File: src/rtl/riscv_ctrl_pkg.sv
// Shared RISC-V control definitions: R-type opcode, ALU operation codes
// (also used by the ALU) and the issue-sequencer state encoding.
package riscv_ctrl_pkg;

    localparam logic [6:0] OP_RTYPE = 7'b0110011;

    localparam logic [3:0] ALU_AND  = 4'b0000;
    localparam logic [3:0] ALU_OR   = 4'b0001;
    localparam logic [3:0] ALU_ADD  = 4'b0010;
    localparam logic [3:0] ALU_SLTU = 4'b0011;
    localparam logic [3:0] ALU_XOR  = 4'b0100;
    localparam logic [3:0] ALU_SUB  = 4'b0110;
    localparam logic [3:0] ALU_SLT  = 4'b0111;
    localparam logic [3:0] ALU_SLL  = 4'b1000;
    localparam logic [3:0] ALU_SRL  = 4'b1001;
    localparam logic [3:0] ALU_SRA  = 4'b1010;

    typedef enum logic [1:0] {
        IDLE   = 2'd0,
        DECODE = 2'd1,
        EXEC   = 2'd2
    } state_t;

endpackage

File: src/rtl/rtype_decoder.sv
// Combinational R-type decoder: maps an instruction word to its ALU
// operation code and a legality flag.
module rtype_decoder
    import riscv_ctrl_pkg::*;
(
    input  logic [31:0] instr,
    output logic [3:0]  alu_control,
    output logic        legal
);

    always_comb begin
        // NOTE: every output gets a default first so no path leaves it unassigned (no latch).
        alu_control = ALU_ADD;
        legal       = 1'b0;
        if (instr[6:0] == OP_RTYPE) begin
            legal = 1'b1;
            case ({instr[31:25], instr[14:12]})
                {7'b0000000, 3'b000}: alu_control = ALU_ADD;
                {7'b0100000, 3'b000}: alu_control = ALU_SUB;
                {7'b0000000, 3'b111}: alu_control = ALU_AND;
                {7'b0000000, 3'b110}: alu_control = ALU_OR;
                {7'b0000000, 3'b100}: alu_control = ALU_XOR;
                {7'b0000000, 3'b010}: alu_control = ALU_SLT;
                {7'b0000000, 3'b011}: alu_control = ALU_SLTU;
                {7'b0000000, 3'b001}: alu_control = ALU_SLL;
                {7'b0000000, 3'b101}: alu_control = ALU_SRL;
                {7'b0100000, 3'b101}: alu_control = ALU_SRA;
                default:              legal       = 1'b0;
            endcase
        end
    end

endmodule

File: src/rtl/alu_issue_sequencer.sv
// Three-cycle R-type issue sequencer (IDLE -> DECODE -> EXEC) driving the
// register-file/ALU control inputs, with retire and zero-result counters.
module alu_issue_sequencer
    import riscv_ctrl_pkg::*;
#(
    parameter int CNT_W = 16
) (
    input  logic             clock,
    input  logic             reset,
    input  logic             instr_valid,
    input  logic [31:0]      instr,
    output logic             instr_ready,
    input  logic             zero_flag,
    output logic [4:0]       read_reg_num1,
    output logic [4:0]       read_reg_num2,
    output logic [4:0]       write_reg,
    output logic [3:0]       alu_control,
    output logic             regwrite,
    output logic             illegal,
    output logic [CNT_W-1:0] retire_count,
    output logic [CNT_W-1:0] zero_count
);

    localparam logic [CNT_W-1:0] CNT_ONE = {{(CNT_W-1){1'b0}}, 1'b1};

    state_t     state;
    logic       legal_q;
    logic [3:0] dec_alu;
    logic       dec_legal;
    logic       accept;

    rtype_decoder u_decoder (
        .instr       (instr),
        .alu_control (dec_alu),
        .legal       (dec_legal)
    );

    assign instr_ready = (state == IDLE);
    assign accept      = instr_valid && instr_ready;

    // Decoding happens on the handshake edge so the control outputs are
    // already registered when DECODE begins; illegal words leave them untouched.
    always_ff @(posedge clock or posedge reset) begin
        if (reset) begin
            state         <= IDLE;
            legal_q       <= 1'b0;
            read_reg_num1 <= '0;
            read_reg_num2 <= '0;
            write_reg     <= '0;
            alu_control   <= ALU_ADD;
            regwrite      <= 1'b0;
            illegal       <= 1'b0;
            retire_count  <= '0;
            zero_count    <= '0;
        end else begin
            // NOTE: non-blocking assignments so every register samples pre-edge values.
            illegal  <= 1'b0;
            regwrite <= 1'b0;
            case (state)
                IDLE: begin
                    if (accept) begin
                        state   <= DECODE;
                        legal_q <= dec_legal;
                        illegal <= !dec_legal;
                        if (dec_legal) begin
                            read_reg_num1 <= instr[19:15];
                            read_reg_num2 <= instr[24:20];
                            write_reg     <= instr[11:7];
                            alu_control   <= dec_alu;
                        end
                    end
                end
                DECODE: begin
                    state    <= legal_q ? EXEC : IDLE;
                    regwrite <= legal_q && (write_reg != 5'd0);
                end
                EXEC: begin
                    state        <= IDLE;
                    retire_count <= retire_count + CNT_ONE;
                    if (zero_flag && (zero_count != '1))
                        zero_count <= zero_count + CNT_ONE;
                end
                default: state <= IDLE;
            endcase
        end
    end

endmodule

File: config.mk
export PLATFORM = sky130hd
export DESIGN_NAME = alu_issue_sequencer
export DESIGN_NICKNAME = d
export VERILOG_FILES = /design/src/rtl/riscv_ctrl_pkg.sv /design/src/rtl/rtype_decoder.sv /design/src/rtl/alu_issue_sequencer.sv
export SDC_FILE = /design/constraint.sdc
export NUM_CORES = 1
export LEC_CHECK = 0
export ABC_AREA = 1
export CAP_MARGIN = 20
export CORE_UTILIZATION = 45
export CTS_BUF_LIST = sky130_fd_sc_hd__clkbuf_16
export CTS_CLUSTER_DIAMETER = 150
export DETAILED_ROUTE_END_ITERATION = 7
export DONT_BUFFER_PORTS = 1
export GPL_ROUTABILITY_DRIVEN = 0
export GPL_TIMING_DRIVEN = 0
export PLACE_DENSITY = 0.67
export SLEW_MARGIN = 40
export SYNTH_ARGS = -nofsm -noshare
export SYNTH_HDL_FRONTEND = slang
export SYNTH_SLANG_ARGS = --single-unit
File: constraint.sdc
create_clock -name clock -period 3.5 [get_ports clock]
set_clock_uncertainty 0.05 [all_clocks]
set_input_delay 0.525 -clock clock [delete_from_list [all_inputs] [get_ports clock]]
set_output_delay 0.525 -clock clock [all_outputs]
set_load 0.005 [all_outputs]
==> flow_summary.toml <==
[power_and_ir_drop]
power.internal_mw = 1.00
seqPwrFrac_pct = 53.1
fin_total_pwr_mw = 1.25
p_leak_nw = 1.53
p_switching_mw = 0.253
peakVddDrop_uv = 211
p_sw_share_pct = 20.2
comb_power_share_pct = 3.9
power_density_mw_per_mm2 = 426
clkPwrFrac_pct = 43.1

[detailed_routing]
ant_nets = 0
drc = 0
dr_total_vias = 1960
vias_per_cell = 5.10
drtPass1Iterations = 5
drt_iter0_markers = 74
wl_met2_um = 2380
routed.top_layer = "met4"
met1_length_um = 2270
wl_per_cell_um = 13.2
routed_wl_um = 5050
dr_wl_met3_um = 330

[synth]
synth-async-reset-ratio_pct = 100
synth_cell_types = 27
ys_ff_latch = 56
synth_nets = 342
synth_top_cell_area_share_pct = 51.7
netlist_area_mm2 = 0.00266
yosysTopAreaCell = "dfrtp_1"
synth_area_per_cell_um2 = 8.75
synth-seq-area-share_pct = 52.7
synth_edf_count = 0
synth_cells = 304
yosys_warnings = 0
synth.area.top_cells = "dfrtp_1 (52%), nand2_1 (13%), xor2_1 (5.3%)"
synth_ff_type = "dfrtp_1"

[die]
io_pins = 90
die-area_mm2 = 0.00622
num_rows = 27
core_mm2 = 0.00561
start_util_pct = 47.4
fp.dieH_um = 78.9
fp.dieW_um = 78.9

[critical_path]
cp-end-kind = "flip-flop"
crit_path_start_kind = "flip-flop"
critPathTopFamily = "simple AND/OR/NAND/NOR gates"
path_buf_inv = 1
path_cells = "ha_1, nand3_1, nor2_1, nand3_1, nand2_1, inv_1, nand2_1, nor2_1, xor2_1"
slowest_stage = "dfrtp_1"
critical_path_required_ns = 3.62
worstSetupPathType = "flip-flop to flip-flop"
crit_arrival_ns = 2.17
crit_fanout = 8
slowest_delay_ns = 0.42

[global_routing]
grt_max_degree = 45
antenna_found_initial = 0
grt_usage_pct = 17.9
grt_pass1_vias = 1988
grt_pass1_wl_um = 8670
gr-total-overflow = 0

[finish]
areaGrowthSynthToFinish_pct = 10.4
largestRegisters = "retire_count (16), zero_count (16)"
antennaDiodeCount = 0
final_area_mm2 = 0.00294
fin_nets = 351
post_route_cells_drive_above_1_share_pct = 8.33
final_core_util_pct = 52.4

[timing]
fin_tns_setup_ns = 0
fmax_mhz = 488
timing.final.crit_share_pct = 58.5
tightest_slew_ns = 0.306
rsz0062_at_grt = "false"
timing.slew.headroom_pct = 79.6
drv_slew = 0
period_needed_ns = 2.05
finalHoldViolations = 0
finalSetupViolations = 0

[run_status]
status = "completed"

[place]
io_buffer_count = 0
dp_hpwl_um = 3780
place_area_mm2 = 0.00277

[clock_network]
clk_pin_slew_ns = 0.07
clk_path_buf_depth = 2
cts.sinks = 56
post_cts_resized = 0
cts-root-buf = "clkbuf_16"
htreeDepth = 2
cts_buffers = 5
cts_tree = "done"
clock_latency_ns = 0.28
cts_setup_buffers = 0

[min_path]
worst_hold_path_type = "primary input to flip-flop"

[run]
maxCapViolCount = 0
[final cells by class]
class                      count  area (µm²)
fill                         526        2670
sequential                    56        1400
multi-input combinational    215        1120
clock buffer                   5         125
inverter                      30         115
tap                           72        90.1
clock inverter                 1        30.0
timing repair buffer           2        30.0
buffer                         3        26.3
[per-stage QoR]
step	instances	hold WS, ns	setup WS, ns
2_1_floorplan	304	0.406	1.56
4_1_cts	384	0.288	1.45
6_report	384	0.296	1.45
5_1_grt	384	0.293	1.21
3_3_place_gp	376	0.426	0.972
3_5_place_dp	377	0.270	1.49
[worst paths after layout]
check                          startpoint                to  slack [ns]  depth (start not counted)
min in group asynchronous           reset  read_reg_num1[3]        0.58                          2
max in group asynchronous           reset    alu_control[1]        2.29                          3
hold reg to reg            alu_control[1]    alu_control[1]        0.43                          2
hold / removal                  instr[18]  read_reg_num1[3]        0.30                          2
setup reg to reg            zero_count[0]     zero_count[8]        1.45                          9
setup / recovery            zero_count[0]     zero_count[8]        1.45                          9
[timing repair]
action | 4_1_cts | 5_1_grt
hold buffers | 1 | 0
hold endpoints to repair | 12 | 0
setup endpoints to repair | 0 | 0
[synthesized netlist by cell type (2+ instances only)]
library cell,count
nand4_1,8
ha_1,2
xor2_1,16
dfrtp_1,55
nor2_4,2
nand3_1,24
nor2_2,3
nand2_1,93
nor3_4,2
o21ai_1,2
o21ai_0,4
xnor2_1,12
nor3_1,6
inv_1,29
nand3_2,2
nor2_1,31
buf_4,2
nand2_2,2
[power groups by stage]
| stage | combinational (mW) | clock [mW] | sequential, mW |
|---|---|---|---|
| after floorplan | 0.0371 | 0 | 0.675 |
| after global placement | 0.0445 | 0 | 0.678 |
| after detailed placement | 0.0492 | 0 | 0.678 |
| after CTS | 0.0505 | 0.553 | 0.665 |
| after global routing | 0.0579 | 0.578 | 0.666 |
| final | 0.0486 | 0.539 | 0.665 |
[logic make-up after synthesis]
| family | Yosys count | synth area share, % |
|---|---|---|
| simple gates | 175 | 29.5 |
| flops | 56 | 52.7 |
| buf+inv | 33 | 5.22 |
| xor+xnor | 28 | 9.22 |
| compound gates | 9 | 1.93 |
| fa+ha+maj | 2 | 0.941 |
| mux | 1 | 0.423 |
[worst register-to-register path: cells and delay by family, from the launching register on]
kind / cells / cell delay [ns]
buffers and inverters: 1 / 0.21
adder cells (fa/ha/maj): 1 / 0.19
flip-flops: 1 / 0.42
XOR/XNOR: 1 / 0.14
AND/OR/NAND/NOR: 6 / 0.93
[placed cells by master (no fill, tap or decap), drive strengths merged]
cell type,instances
or4,1
buf,4
nor3,8
a21oi,2
clkbuf,5
xor2,16
nand2,95
nor2,36
nand3,26
nor4,1
dfrtp,55
ha,2
a22oi,1
dlygate4sd3,1
mux2,1
o21ai,6
inv,30
bufinv,1
xnor2,12
nand4,8
dfstp,1
[layer usage]
metal,track usage [%],up-vias
met3,5.98,7
met5,0,-
met4,5.64,0
met2,30.4,68
met1,21.3,911
li1,-,974
Note: power is estimated with default switching activity, not from simulation.
